### src/rtl/encoder_tx_sequencer.sv
// Byte-rate sequencer feeding an 8b/10b encoder: comma preamble, K28.5/D16.2 idle
// pairs, SOP/EOP packet framing and periodic forced comma bursts for receiver re-alignment.
module encoder_tx_sequencer #(
    parameter int ALIGN_COUNT  = 16,
    parameter int ALIGN_PERIOD = 1024,
    parameter int ALIGN_BURST  = 4
) (
    input  logic       SBYTECLK,
    input  logic       RESET,
    input  logic       ENABLE,
    input  logic [7:0] TX_DATA,
    input  logic       TX_VALID,
    input  logic       TX_LAST,
    output logic       TX_READY,
    output logic [7:0] ENC_DATA,
    output logic       ENC_K,
    output logic       LINK_UP,
    output logic       UNDERRUN
);

    localparam int ACW = (ALIGN_COUNT > 1) ? $clog2(ALIGN_COUNT) : 1;
    localparam int PCW = (ALIGN_PERIOD > 1) ? $clog2(ALIGN_PERIOD) : 1;
    localparam int BCW = (ALIGN_BURST > 1) ? $clog2(ALIGN_BURST) : 1;

    localparam logic [ACW-1:0] ALIGN_CNT_LAST  = ACW'(ALIGN_COUNT - 1);
    localparam logic [PCW-1:0] PERIOD_CNT_LAST = PCW'(ALIGN_PERIOD - 1);
    localparam logic [BCW-1:0] BURST_CNT_LAST  = BCW'(ALIGN_BURST - 1);

    localparam logic [7:0] SYM_K28_5 = 8'hBC;
    localparam logic [7:0] SYM_D16_2 = 8'h50;
    localparam logic [7:0] SYM_K27_7 = 8'hFB;
    localparam logic [7:0] SYM_K29_7 = 8'hFD;
    localparam logic [7:0] SYM_K23_7 = 8'hF7;

    typedef enum logic [2:0] {
        ST_ALIGN,
        ST_IDLE_K,
        ST_IDLE_D,
        ST_SOP,
        ST_DATA,
        ST_EOP
    } state_t;

    state_t         state, state_nxt;
    logic [7:0]     enc_data_nxt;
    logic           enc_k_nxt;
    logic           underrun_nxt;
    logic           link_up_nxt;
    logic [ACW-1:0] align_cnt, align_cnt_nxt;
    logic [PCW-1:0] period_cnt, period_cnt_nxt;
    logic [BCW-1:0] burst_cnt, burst_cnt_nxt;
    logic           align_pending, align_pending_nxt;

    assign TX_READY = (state == ST_DATA) & ~RESET;

    always_comb begin
        state_nxt         = state;
        enc_data_nxt      = SYM_K28_5;
        enc_k_nxt         = 1'b1;
        underrun_nxt      = 1'b0;
        link_up_nxt       = LINK_UP;
        align_cnt_nxt     = align_cnt;
        period_cnt_nxt    = period_cnt;
        burst_cnt_nxt     = burst_cnt;
        align_pending_nxt = align_pending;

        case (state)
            ST_ALIGN: begin
                if (!ENABLE) begin
                    align_cnt_nxt = '0;
                end else if (align_cnt == ALIGN_CNT_LAST) begin
                    align_cnt_nxt = '0;
                    link_up_nxt   = 1'b1;
                    state_nxt     = ST_IDLE_D;
                end else begin
                    align_cnt_nxt = align_cnt + 1'b1;
                end
            end
            ST_IDLE_K: state_nxt = ST_IDLE_D;
            ST_IDLE_D: begin
                enc_data_nxt = SYM_D16_2;
                enc_k_nxt    = 1'b0;
                if (!ENABLE) begin
                    link_up_nxt = 1'b0;
                    state_nxt   = ST_ALIGN;
                end else if (TX_VALID && !align_pending) begin
                    state_nxt = ST_SOP;
                end else begin
                    state_nxt = ST_IDLE_K;
                end
            end
            ST_SOP: begin
                enc_data_nxt = SYM_K27_7;
                state_nxt    = ST_DATA;
            end
            ST_DATA: begin
                if (TX_VALID) begin
                    enc_data_nxt = TX_DATA;
                    enc_k_nxt    = 1'b0;
                    if (TX_LAST) state_nxt = ST_EOP;
                end else begin
                    // source starved mid-packet: pad with K23.7 and flag it
                    enc_data_nxt = SYM_K23_7;
                    underrun_nxt = 1'b1;
                end
            end
            ST_EOP: begin
                enc_data_nxt = SYM_K29_7;
                state_nxt    = ST_IDLE_K;
            end
            default: state_nxt = ST_ALIGN;
        endcase

        if (align_pending && state == ST_IDLE_D) begin
            if (burst_cnt == BURST_CNT_LAST) align_pending_nxt = 1'b0;
            else                             burst_cnt_nxt     = burst_cnt + 1'b1;
        end

        // period wrap is applied last so it overrides a coincident burst completion
        if (!LINK_UP) begin
            period_cnt_nxt = '0;
        end else if (period_cnt == PERIOD_CNT_LAST) begin
            period_cnt_nxt    = '0;
            align_pending_nxt = 1'b1;
            burst_cnt_nxt     = '0;
        end else begin
            period_cnt_nxt = period_cnt + 1'b1;
        end
    end

    always_ff @(posedge SBYTECLK) begin
        if (RESET) begin
            state         <= ST_ALIGN;
            ENC_DATA      <= SYM_K28_5;
            ENC_K         <= 1'b1;
            LINK_UP       <= 1'b0;
            UNDERRUN      <= 1'b0;
            align_cnt     <= '0;
            period_cnt    <= '0;
            burst_cnt     <= '0;
            align_pending <= 1'b0;
        end else begin
            state         <= state_nxt;
            ENC_DATA      <= enc_data_nxt;
            ENC_K         <= enc_k_nxt;
            LINK_UP       <= link_up_nxt;
            UNDERRUN      <= underrun_nxt;
            align_cnt     <= align_cnt_nxt;
            period_cnt    <= period_cnt_nxt;
            burst_cnt     <= burst_cnt_nxt;
            align_pending <= align_pending_nxt;
        end
    end

endmodule

### config.mk
export PLATFORM = sky130hd
export DESIGN_NAME = encoder_tx_sequencer
export DESIGN_NICKNAME = d
export VERILOG_FILES = /design/src/rtl/encoder_tx_sequencer.sv
export SDC_FILE = /design/constraint.sdc
export NUM_CORES = 1
export LEC_CHECK = 0
export ABC_AREA = 1
export CORE_AREA = 2 2 71 73
export CTS_CLUSTER_SIZE = 40
export DETAILED_ROUTE_END_ITERATION = 10
export DIE_AREA = 0 0 73 75
export HOLD_SLACK_MARGIN = 0.08
export PLACE_DENSITY_LB_ADDON = 0.25
export SYNTH_ARGS = -nofsm -noshare
export SYNTH_HDL_FRONTEND = slang
export SYNTH_SLANG_ARGS = --single-unit
export TNS_END_PERCENT = 100
### constraint.sdc
create_clock -name SBYTECLK -period 1.34 [get_ports SBYTECLK]
set_input_delay 0.268 -clock SBYTECLK [delete_from_list [all_inputs] [get_ports SBYTECLK]]
set_output_delay 0.268 -clock SBYTECLK [all_outputs]
set_load 0.005 [all_outputs]
# After elaboration in Yosys (flattened, before gate mapping)
# Index checks and enable logic that the tools add are counted.
dict set report op_classes {
  reduce_logical 9
  n_eq_ne 13
  addsub 3
  mux 25
  n_bitwise 4
}
# cell n
set ops {}
lappend ops {{$pmux 8 s4} 1}
lappend ops {{$pmux 3 s6} 1}
lappend ops {{$mux 2} 6}
lappend ops {{$mux 3} 4}
lappend ops {{$add 10x1->10 const B} 1}
lappend ops {{$eq 10x10->1 const B} 1}
lappend ops {{$ne 2x2->1 const B} 5}
lappend ops {{$mux 1} 8}
lappend ops {{$mux 4} 2}
lappend ops {{$mux 8} 1}
lappend ops {{$reduce_and 4->1} 2}
lappend ops {{$eq 3x2->1 const B} 2}
lappend ops {{$eq 3x3->1 const B} 2}
lappend ops {{$add 4x1->4 const B} 1}
lappend ops {{$eq 4x4->1 const B} 1}
lappend ops {{$pmux 1 s2} 2}
lappend ops {{$eq 3x1->1 const B} 1}
lappend ops {{$logic_not 3->1} 1}
lappend ops {{$not 1->1} 3}
lappend ops {{$reduce_or 3->1} 1}
lappend ops {{$add 2x1->2 const B} 1}
lappend ops {{$eq 2x2->1 const B} 1}
lappend ops {{$logic_and 1x1->1} 2}
lappend ops {{$reduce_bool 2->1} 1}
lappend ops {{3 further kinds} 3}
dict set report word_totals {
  out_inout_bits 12
  input_bits 13
  word_cells 63
  regBits 31
}

# Depth between registers and ports, before layout
# Gate-level depths: netlist of the first run.
dict set report logic_depth {
  word_depth 5
  depth_mapped 7
  mapped_depth_nobuf 7
}

# Worst setup path before layout of the first run
# No wires, ideal clock.
dict set report synth_path {
  path_type {flip-flop to flip-flop}
  from {register period_cnt[0]}
  to {register period_cnt[5]}
  path_slack_ps 116
  path_buffers 0
  arrival_time_ps 1103
  required_ps 1219
  stages_incl_launch_ff 7
  period_less_slack_ps 1224
  setup_ps 121
  path_cell_list {dfxtp_1 -> ha_1 -> nand2_1 -> nor2_1 -> nand3b_1 -> nand2_1 -> nor2_1}
}
dict set report synth_between {
  elab_chain_len 2
  elab_cells_between_ends 3
  classes_between {add/sub: 1; eq/ne: 1; reduce/logical: 1}
}
# element line_no
set synth_lines {}
lappend synth_lines {{from (decl)} 50} ;# logic [PCW-1:0] period_cnt, period_cnt_nxt;
lappend synth_lines {{from (signal assigned)} 149} ;# period_cnt <= period_cnt_nxt;
lappend synth_lines {{branches (longest 2 deep; another with $add 10x1->10)} n/a}
# Parallel ways; which one is timed is not known.
# A chain may end at the register's enable or synchronous reset.

# Worst setup path after layout of the first run
dict set report layout_path {
  from {register state[1]}
  to {output port TX_READY}
}
dict set report layout_between {
  elab_chain_len 2
}
# element line_no
set layout_lines {}
lappend layout_lines {{from (decl)} 44} ;# state_t state, state_nxt;
lappend layout_lines {{from (signal assigned)} 143} ;# state <= state_nxt;
lappend layout_lines {{$eq 3x3->1} 54} ;# assign TX_READY = (state == ST_DATA) & ~RESET;
lappend layout_lines {{$and 1x1->1} 54}
lappend layout_lines {{to (decl)} 14} ;# output logic TX_READY,
# No other way between the ends.

==> flow_metrics.tcl, run 1 <==
set metrics [dict create \
    status "completed" \
    hold_path.class "reg -> reg" \
    finClkSkew_ns 0.00456 \
    synth_cell_type_count 20 \
    postLayoutCellArea_sq_um 1930 \
    clock_power_share_pct 44.6 \
    place_area_sq_um 1800 \
    hold_viol 0 \
    numPlacedInstances 285 \
    worstSetupPathType "reg -> out" \
    first_pass_iters 4 \
    finalMaxSlewViolations 0 \
    num_rows 25 \
    port_buffers 24 \
    pre_cts_ws_ns -0.381 \
    avgRoutedWirePerCell_um 10.7 \
    yosysSeqAreaShare_pct 45.3 \
    ctsHoldBuffers 0 \
    slew_headroom_pct 84.3 \
    power_density_nw_per_um2 946 \
    n_antenna_cell 0 \
    die_x_um 73 \
    fin_nets 254 \
    fill_cells 485 \
    worstPathRequired_ns 1.07 \
    timing.fmax_mhz 772 \
    die-area_sq_um 5480 \
    cts_tree "built" \
    min_period_over_period_pct 96.6 \
    sequentialPowerShare_pct 51.1 \
    grt_pass1_vias 1247 \
    synth_edf_count 0 \
    synthesis.nets 207 \
    final_cells 294 \
    ys_warn_count 0 \
    clock_sinks 31 \
    area_growth_pct 40.4 \
    rsz0062_at_grt "yes" \
    wl_met3_um 113 \
    async_flop_share_pct 0 \
    startpoint_type "flip-flop" \
    dp_hpwl_mm 2.36 \
    p_leak_uw 0.000781 \
    drtAntennaViolNets 0 \
    top_layer_used "met4" \
    grt_pass1_wl_mm 5.32 \
    syn-mean-instance-area_sq_um 7.14 \
    track_usage_pct 12.8 \
    clkSlewWorstSetupHoldPaths_ns 0.07 \
    post-route-drc-count 0 \
    crit_path_max_fanout 2 \
    synth_seq_cells 31 \
    p_switching_uw 381 \
    start_util_pct 29.4 \
    worstMarginPinSlew_ns 0.236 \
    comb_power_share_pct 4.3 \
    clk_latency_ns 0.28 \
    grt_max_degree 11 \
    cts-root-buf "clkbuf_8" \
    wl_mm 3.13 \
    overflow 0 \
    vias 1346 \
    finalSetupViolations 0 \
    clockBufferDepth 2 \
    drt-met1-wl_mm 1.49 \
    routed-wl-met2_mm 1.45 \
    timing.final.ws_setup_ns 0.0450 \
    die_h_um 75 \
    core_sq_um 4660 \
    cap_violations 0 \
    fin_crit_ns 1.29 \
    worstPathArrival_ns 1.03 \
    drt_iter0_drc 32 \
    num_io_pins 25 \
    internal-power_uw 1440 \
    htreeDepth 2 \
    netlist_instances 192 \
    ir_drop_v 0.000404 \
    drive_above_1_share_pct 18.8 \
    synth_area_sq_um 1370 \
    viasPerCell 4.58 \
    p_sw_share_pct 20.9 \
    numCtsBuffers 5 \
    antenna_found_initial 0 \
    gp_congestion 0.818 \
    worstSetupEndpointType "output port" \
    synthFlopType "dfxtp_1" \
]
[worst max-delay path: stages, from the launching register on]
cell     delay [ns]
dfxtp_2        0.33
inv_2          0.05
nand2_2        0.07
nor2_4         0.10
nand2_2        0.06
inv_2          0.06
buf_6          0.09
[kinds of logic after synthesis]
| kind of cell | Yosys count | share of synthesized area, % |
|---|---|---|
| AND/OR/NAND/NOR | 105 | 34.3 |
| flip-flops | 31 | 45.3 |
| AO/OA/AOI/OAI | 27 | 10.5 |
| buffers and inverters | 25 | 6.84 |
| XOR/XNOR | 2 | 1.28 |
| adder cells (fa/ha/maj) | 2 | 1.82 |
[synth_stat cells, types with 3 or more instances]
master / instances / area share (%)
nand3_1: 14 / 5.1
nand2_1: 47 / 13
inv_2: 3 / 0.82
nor2_1: 28 / 7.7
inv_1: 21 / 5.7
dfxtp_1: 31 / 45
a21oi_1: 11 / 4.0
nand4_1: 7 / 3.2
o21ai_0: 12 / 4.4
[final cells by class]
class                   instances  area [sq um]  area share, %
multi-input cells             136           687           35.7
flip-flops and latches         31           624           32.4
repair buffers                 41           354           18.4
clock buffers                   8           100           5.20
inverters                      24          92.6           4.81
well taps                      54          67.6           3.51
[flip-flops by register name (all words and copies together) (netlist names)]
signal,cells
ENC_DATA,8
ENC_K,1
UNDERRUN,1
LINK_UP,1
burst_cnt,2
period_cnt,10
align_cnt,4
state,3
align_pending,1
[worst paths after layout]
check	startpoint	slack [ns]	depth (start not counted)	to
worst max-delay path	state[1]	0.05	6	TX_READY
worst min-delay path	LINK_UP	0.49	2	LINK_UP
worst max register to register	period_cnt[0]	0.16	7	burst_cnt[0]
worst min register to register	LINK_UP	0.49	2	LINK_UP
[metrics by stage]
stage               power [uW]  hold slack (ns)  utilization (%)  setup TNS, ns
floorplan                  977            0.367                -              0
global placement          1030            0.471             38.5          -2.41
detailed placement        1030            0.489             38.5          -2.55
CTS                       1860            0.490             40.5       -0.00163
global route              1900            0.505             41.3        -0.0240
finish                    1820            0.487             41.3              0
[power groups by stage]
stage	clock network [uW]	registers, uW	logic (uW)
floorplan	0	950	26.5
global placement	0	951	80.2
detailed placement	0	951	80.1
CTS	846	930	79.5
global route	885	930	88.4
finish	812	930	79.0
[repair_timing]
item | CTS | global route
resized for setup | 21 | 10
buffers inserted | 0 | 1
pin swaps | 2 | 3
endpoints found under the setup margin | 12 | 17
[layer usage]
metal | track usage, % | up-vias
met5 | 0 | -
met4 | 7.61 | 0
met3 | 4.02 | 8
met2 | 20.1 | 25
met1 | 15.3 | 599
li1 | - | 714
[cells in the final DEF (no fill, tap or decap)]
master           count
nand2_2              3
inv_1               20
ha_2                 1
dfxtp_1             28
a21oi_1             11
dfxtp_2              3
nand3b_1             2
xnor2_1              2
nand4_1              7
nor2_4               5
nor3_1               1
nand3_2              2
buf_4               17
nor2_2               1
clkbuf_1             1
a31oi_1              2
o211ai_1             1
dlygate4sd2_1       12
buf_6                1
nand2_1             44
clkdlybuf4s50_1     11
ha_1                 1
inv_4                1
nand3_1             14
clkbuf_8             7
nor2_1              26
inv_2                3
o21ai_0             12
a31o_2               1
No activity file was read; power rests on OpenSTA's default activity.
==> run 2, diff against run 1 <==
CAP_MARGIN = 30   (was unset)
CELL_PAD_IN_SITES_DETAIL_PLACEMENT = 0   (was unset)
CELL_PAD_IN_SITES_GLOBAL_PLACEMENT = 1   (was unset)
CORE_AREA = 2 2 64 81   (was 2 2 71 73)
DIE_AREA = 0 0 66 83   (was 0 0 73 75)
==> flow_metrics.tcl, run 2 (same netlist as run 1, synthesis figures left out) <==
set metrics [dict create \
    grt_pass1_wl_mm 5.58 \
    vias 1338 \
    cap_violations 0 \
    worstPathArrival_ns 1.03 \
    ir_drop_v 0.000381 \
    ff_latch_area_sq_um 624 \
    fill_cells 520 \
    worstMarginPinSlew_ns 0.205 \
    p_leak_uw 0.000785 \
    finalSetupViolations 0 \
    drive_above_1_share_pct 19.4 \
    worstSetupPathType "reg -> out" \
    largest_reg_flops 10 \
    core_sq_um 4690 \
    timing.fmax_mhz 773 \
    startpoint_type "flip-flop" \
    hold_viol 0 \
    htreeDepth 2 \
    hold_path.class "in -> reg" \
    viasPerCell 4.43 \
    internal-power_uw 1320 \
    die_x_um 66 \
    track_usage_pct 13.1 \
    antenna_found_initial 0 \
    grt_max_degree 11 \
    min_period_over_period_pct 96.5 \
    dp_hpwl_mm 2.47 \
    drt_iter0_drc 69 \
    hp-start "RESET" \
    num_rows 28 \
    port_buffers 24 \
    finalSetupTns_ns 0 \
    worstSetupStartpoint "state[1]" \
    multi_input_area_sq_um 687 \
    overflow 0 \
    clock_sinks 31 \
    fin_nets 258 \
    drtAntennaViolNets 0 \
    avgRoutedWirePerCell_um 10.4 \
    p_switching_uw 351 \
    die_h_um 83 \
    comb_power_share_pct 4.9 \
    finClkSkew_ns 0.00536 \
    numCtsBuffers 5 \
    slew_headroom_pct 86.3 \
    ctsHoldBuffers 0 \
    fin_crit_ns 1.29 \
    area_growth_pct 41.1 \
    p_sw_share_pct 21.0 \
    n_antenna_cell 0 \
    crit_path_max_fanout 2 \
    status "completed" \
    rsz0062_at_grt "yes" \
    sequentialPowerShare_pct 55.7 \
    worstSetupEndpointType "output port" \
    power_density_nw_per_um2 864 \
    clkSlewWorstSetupHoldPaths_ns 0.06 \
    num_io_pins 25 \
    clockBufferDepth 2 \
    gp_congestion 0.737 \
    worstPathRequired_ns 1.07 \
    layout_commonest_cell "nand2_1" \
    start_util_pct 29.2 \
    holdPathStages 5 \
    rrSetupSlack_ns 0.12 \
    clk_latency_ns 0.28 \
    layout_common_cells "nand2_1, dfxtp_1, nor2_1" \
    reg_top3 "period_cnt: 10 flops, ENC_DATA: 8 flops, align_cnt: 4 flops" \
    post-route-drc-count 0 \
    die-area_sq_um 5480 \
    top_register "period_cnt" \
    wl_mm 3.15 \
    cts_tree "built" \
    clock_power_share_pct 39.4 \
    reg2reg_from "period_cnt[0]" \
    fin_hold_ws_ns 0.477 \
    finalMaxSlewViolations 0 \
    first_pass_iters 4 \
    grt_pass1_vias 1262 \
    reg2reg_depth 6 \
    cts-root-buf "clkbuf_8" \
]
==> run 2: final timing paths <==
kind / endpoint
worst max register to register: period_cnt[5]
worst max-delay path: TX_READY
worst min register to register: period_cnt[9]
worst min-delay path: ENC_DATA[4]
==> run 2: what timing repair did <==
item	4_1_cts	5_1_grt
resized for setup	20	12
setup buffers	1	1
hold endpoints to repair	0	0
setup endpoints to repair	12	19
pin swaps	2	2
==> run 2: power groups by stage <==
stage          clock, uW  combinational [uW]  sequential (uW)
2_1_floorplan          0                26.5              950
3_3_place_gp           0                84.7              951
3_5_place_dp           0                84.8              952
4_1_cts              689                84.0              931
5_1_grt              730                92.4              931
6_report             658                82.6              931
==> run 2: final cells by class <==
cell class                      instances  share of cell area, %
Clock buffer                            6                   3.75
Inverter                               24                   4.78
Sequential cell                        31                   32.3
Tap cell                               60                   3.88
Timing Repair Buffer                   45                   19.8
Multi-Input combinational cell        136                   35.5
==> run 2: per-stage QoR <==
step / area, sq um / std cells / utilization, % / total power, uW / setup slack, ns
2_1_floorplan: 1370 / 192 / - / 977 / 0.116
3_3_place_gp: 1830 / 294 / 38.9 / 1040 / -0.365
3_5_place_dp: 1830 / 294 / 38.9 / 1040 / -0.369
4_1_cts: 1890 / 301 / 40.3 / 1700 / -0.0106
5_1_grt: 1940 / 302 / 41.2 / 1750 / -0.0240
6_report: 1940 / 302 / 41.2 / 1670 / 0.0466
==> run 2: routing by layer <==
metal  GRT usage, %  wire length [um]  part of all wire [%]
met3           3.39               121                   3.8
met1           16.2              1420                    45
met4           5.57                65                   2.1
met5              0                 0                     0
met2           21.2              1550                    49
==> run 2: critical path, cell delays in order, from the launching register on <==
cell and delay (ns):
dfxtp_2 0.32, inv_2 0.07, nand2_4 0.05, nor2_4 0.10
nand2_2 0.06, inv_2 0.06, buf_6 0.09
==> run 3, diff against run 2 <==
clock period = 1.08 ns   (was 1.34 ns; I/O delays follow)
==> flow_metrics.tcl, run 3 (same netlist as run 1, synthesis figures left out) <==
set metrics [dict create \
    dp_hpwl_mm 2.49 \
    hold_path.class "in -> reg" \
    power_density_nw_per_um2 965 \
    p_switching_uw 476 \
    clock_sinks 31 \
    p_sw_share_pct 22.2 \
    core_sq_um 4690 \
    grt_pass1_vias 1320 \
    ir_drop_v 0.000651 \
    numPlacedInstances 303 \
    num_rows 28 \
    post-route-drc-count 0 \
    avgRoutedWirePerCell_um 10.8 \
    slew_headroom_pct 86.8 \
    layout_commonest_cell "nand2_1" \
    vias 1432 \
    track_usage_pct 13.8 \
    antenna_found_initial 0 \
    crit_slowest_cell "dfxtp_2" \
    final_util_pct 47.3 \
    layout_common_cells "nand2_1, buf_4, nor2_1" \
    cap_violations 0 \
    port_buffers 24 \
    status "complete, but fails checks" \
    reg2reg_depth 11 \
    finalMaxSlewViolations 0 \
    finClkSkew_ns 0.00302 \
    sequentialPowerShare_pct 53.6 \
    clock_power_share_pct 40.8 \
    cp_common_cell "inv_2" \
    timing.fmax_mhz 796 \
    die_h_um 83 \
    clkSlewWorstSetupHoldPaths_ns 0.07 \
    crit_path_max_fanout 2 \
    worstSetupEndpointType "output port" \
    place_area_sq_um 1920 \
    htreeDepth 2 \
    die-area_sq_um 5480 \
    ctsHoldBuffers 0 \
    top_register "period_cnt" \
    grt_pass1_wl_mm 5.98 \
    cts_tree "built" \
    comb_power_share_pct 5.6 \
    grt_max_degree 11 \
    finalSetupViolations 13 \
    internal-power_uw 1660 \
    timing.final.ws_setup_ns -0.176 \
    fin_nets 273 \
    worstPathRequired_ns 0.86 \
    num_io_pins 25 \
    startpoint_type "flip-flop" \
    postLayoutCellArea_sq_um 2220 \
    fin_crit_ns 1.26 \
    wl_mm 3.44 \
    first_pass_iters 4 \
    start_util_pct 29.2 \
    cts-root-buf "clkbuf_8" \
    min_period_over_period_pct 116 \
    gp_congestion 0.751 \
    path_cells "inv_2 -> nand2_4 -> nor2_4 -> nand2_2 -> inv_2 -> buf_2" \
    failed_checks "negative setup slack" \
    holdPathStages 3 \
    largest_reg_flops 10 \
    reg_top3 "period_cnt: 10 flops, ENC_DATA: 8 flops, align_cnt: 4 flops" \
    worstPathArrival_ns 1.04 \
    rsz0062_at_grt "yes" \
    finalSetupTns_ns -0.689 \
    clockBufferDepth 2 \
    hold_viol 0 \
    worstMarginPinSlew_ns 0.196 \
    power.total_uw 2140 \
    viasPerCell 4.49 \
    drt_iter0_drc 38 \
    worstSetupPathType "reg -> out" \
    overflow 0 \
    drtAntennaViolNets 0 \
    n_antenna_cell 0 \
    area_growth_pct 61.8 \
    clk_latency_ns 0.28 \
    numCtsBuffers 5 \
    die_x_um 66 \
    final_cells 319 \
    p_leak_uw 0.000918 \
    crit_path_max_incr_delay_ns 0.32 \
    drive_above_1_share_pct 38.2 \
]
## run 3: worst paths after layout
kind,start,end,slack (ns)
setup / recovery,state[1],TX_READY,-0.18
hold / removal,RESET,align_cnt[3],0.46
hold reg to reg,period_cnt[9],period_cnt[9],0.50
setup reg to reg,state[1],ENC_DATA[4],-0.15
## run 3: through the flow
stage | worst slack (ns) | hold slack [ns]
3_3_place_gp | -0.527 | 0.475
4_1_cts | -0.234 | 0.486
3_5_place_dp | -0.534 | 0.482
6_report | -0.176 | 0.464
5_1_grt | -0.253 | 0.498
2_1_floorplan | 0.00206 | 0.315
## run 3: final cells by class
cell class,instances,area (sq um)
fill,497,2480
inverter,24,97.6
tap,60,75.1
timing repair buffer,60,503
sequential,31,641
clock inverter,1,5.00
clock buffer,7,76.3
multi-input combinational,136,821
## run 3: per-layer routing
metal | routed length (um) | vias to the layer above | GRT usage, %
li1 | - | 758 | -
met1 | 1510 | 651 | 17.1
met4 | 55 | 0 | 4.45
met5 | 0 | - | 0
met3 | 118 | 5 | 3.66
met2 | 1760 | 18 | 22.9
## run 3: what timing repair did
item	CTS	global route
pin swaps	12	10
buffers inserted	6	2
resized for setup	50	32
gates cloned	0	0
setup endpoints to repair	35	30
## run 3: critical path, delay by kind of cell, from the launching register on
kind                   cells  cell delay (ns)
buffers and inverters      3             0.23
DFF                        1             0.32
and+or+nand+nor            3             0.21
## run 3: power groups by stage
stage / clock (uW) / combinational, uW / sequential, uW
after floorplan: 0 / 32.9 / 1180
after global placement: 0 / 114 / 1170
after detailed placement: 0 / 113 / 1170
after CTS: 901 / 116 / 1150
after global routing: 965 / 132 / 1150
final: 874 / 119 / 1150
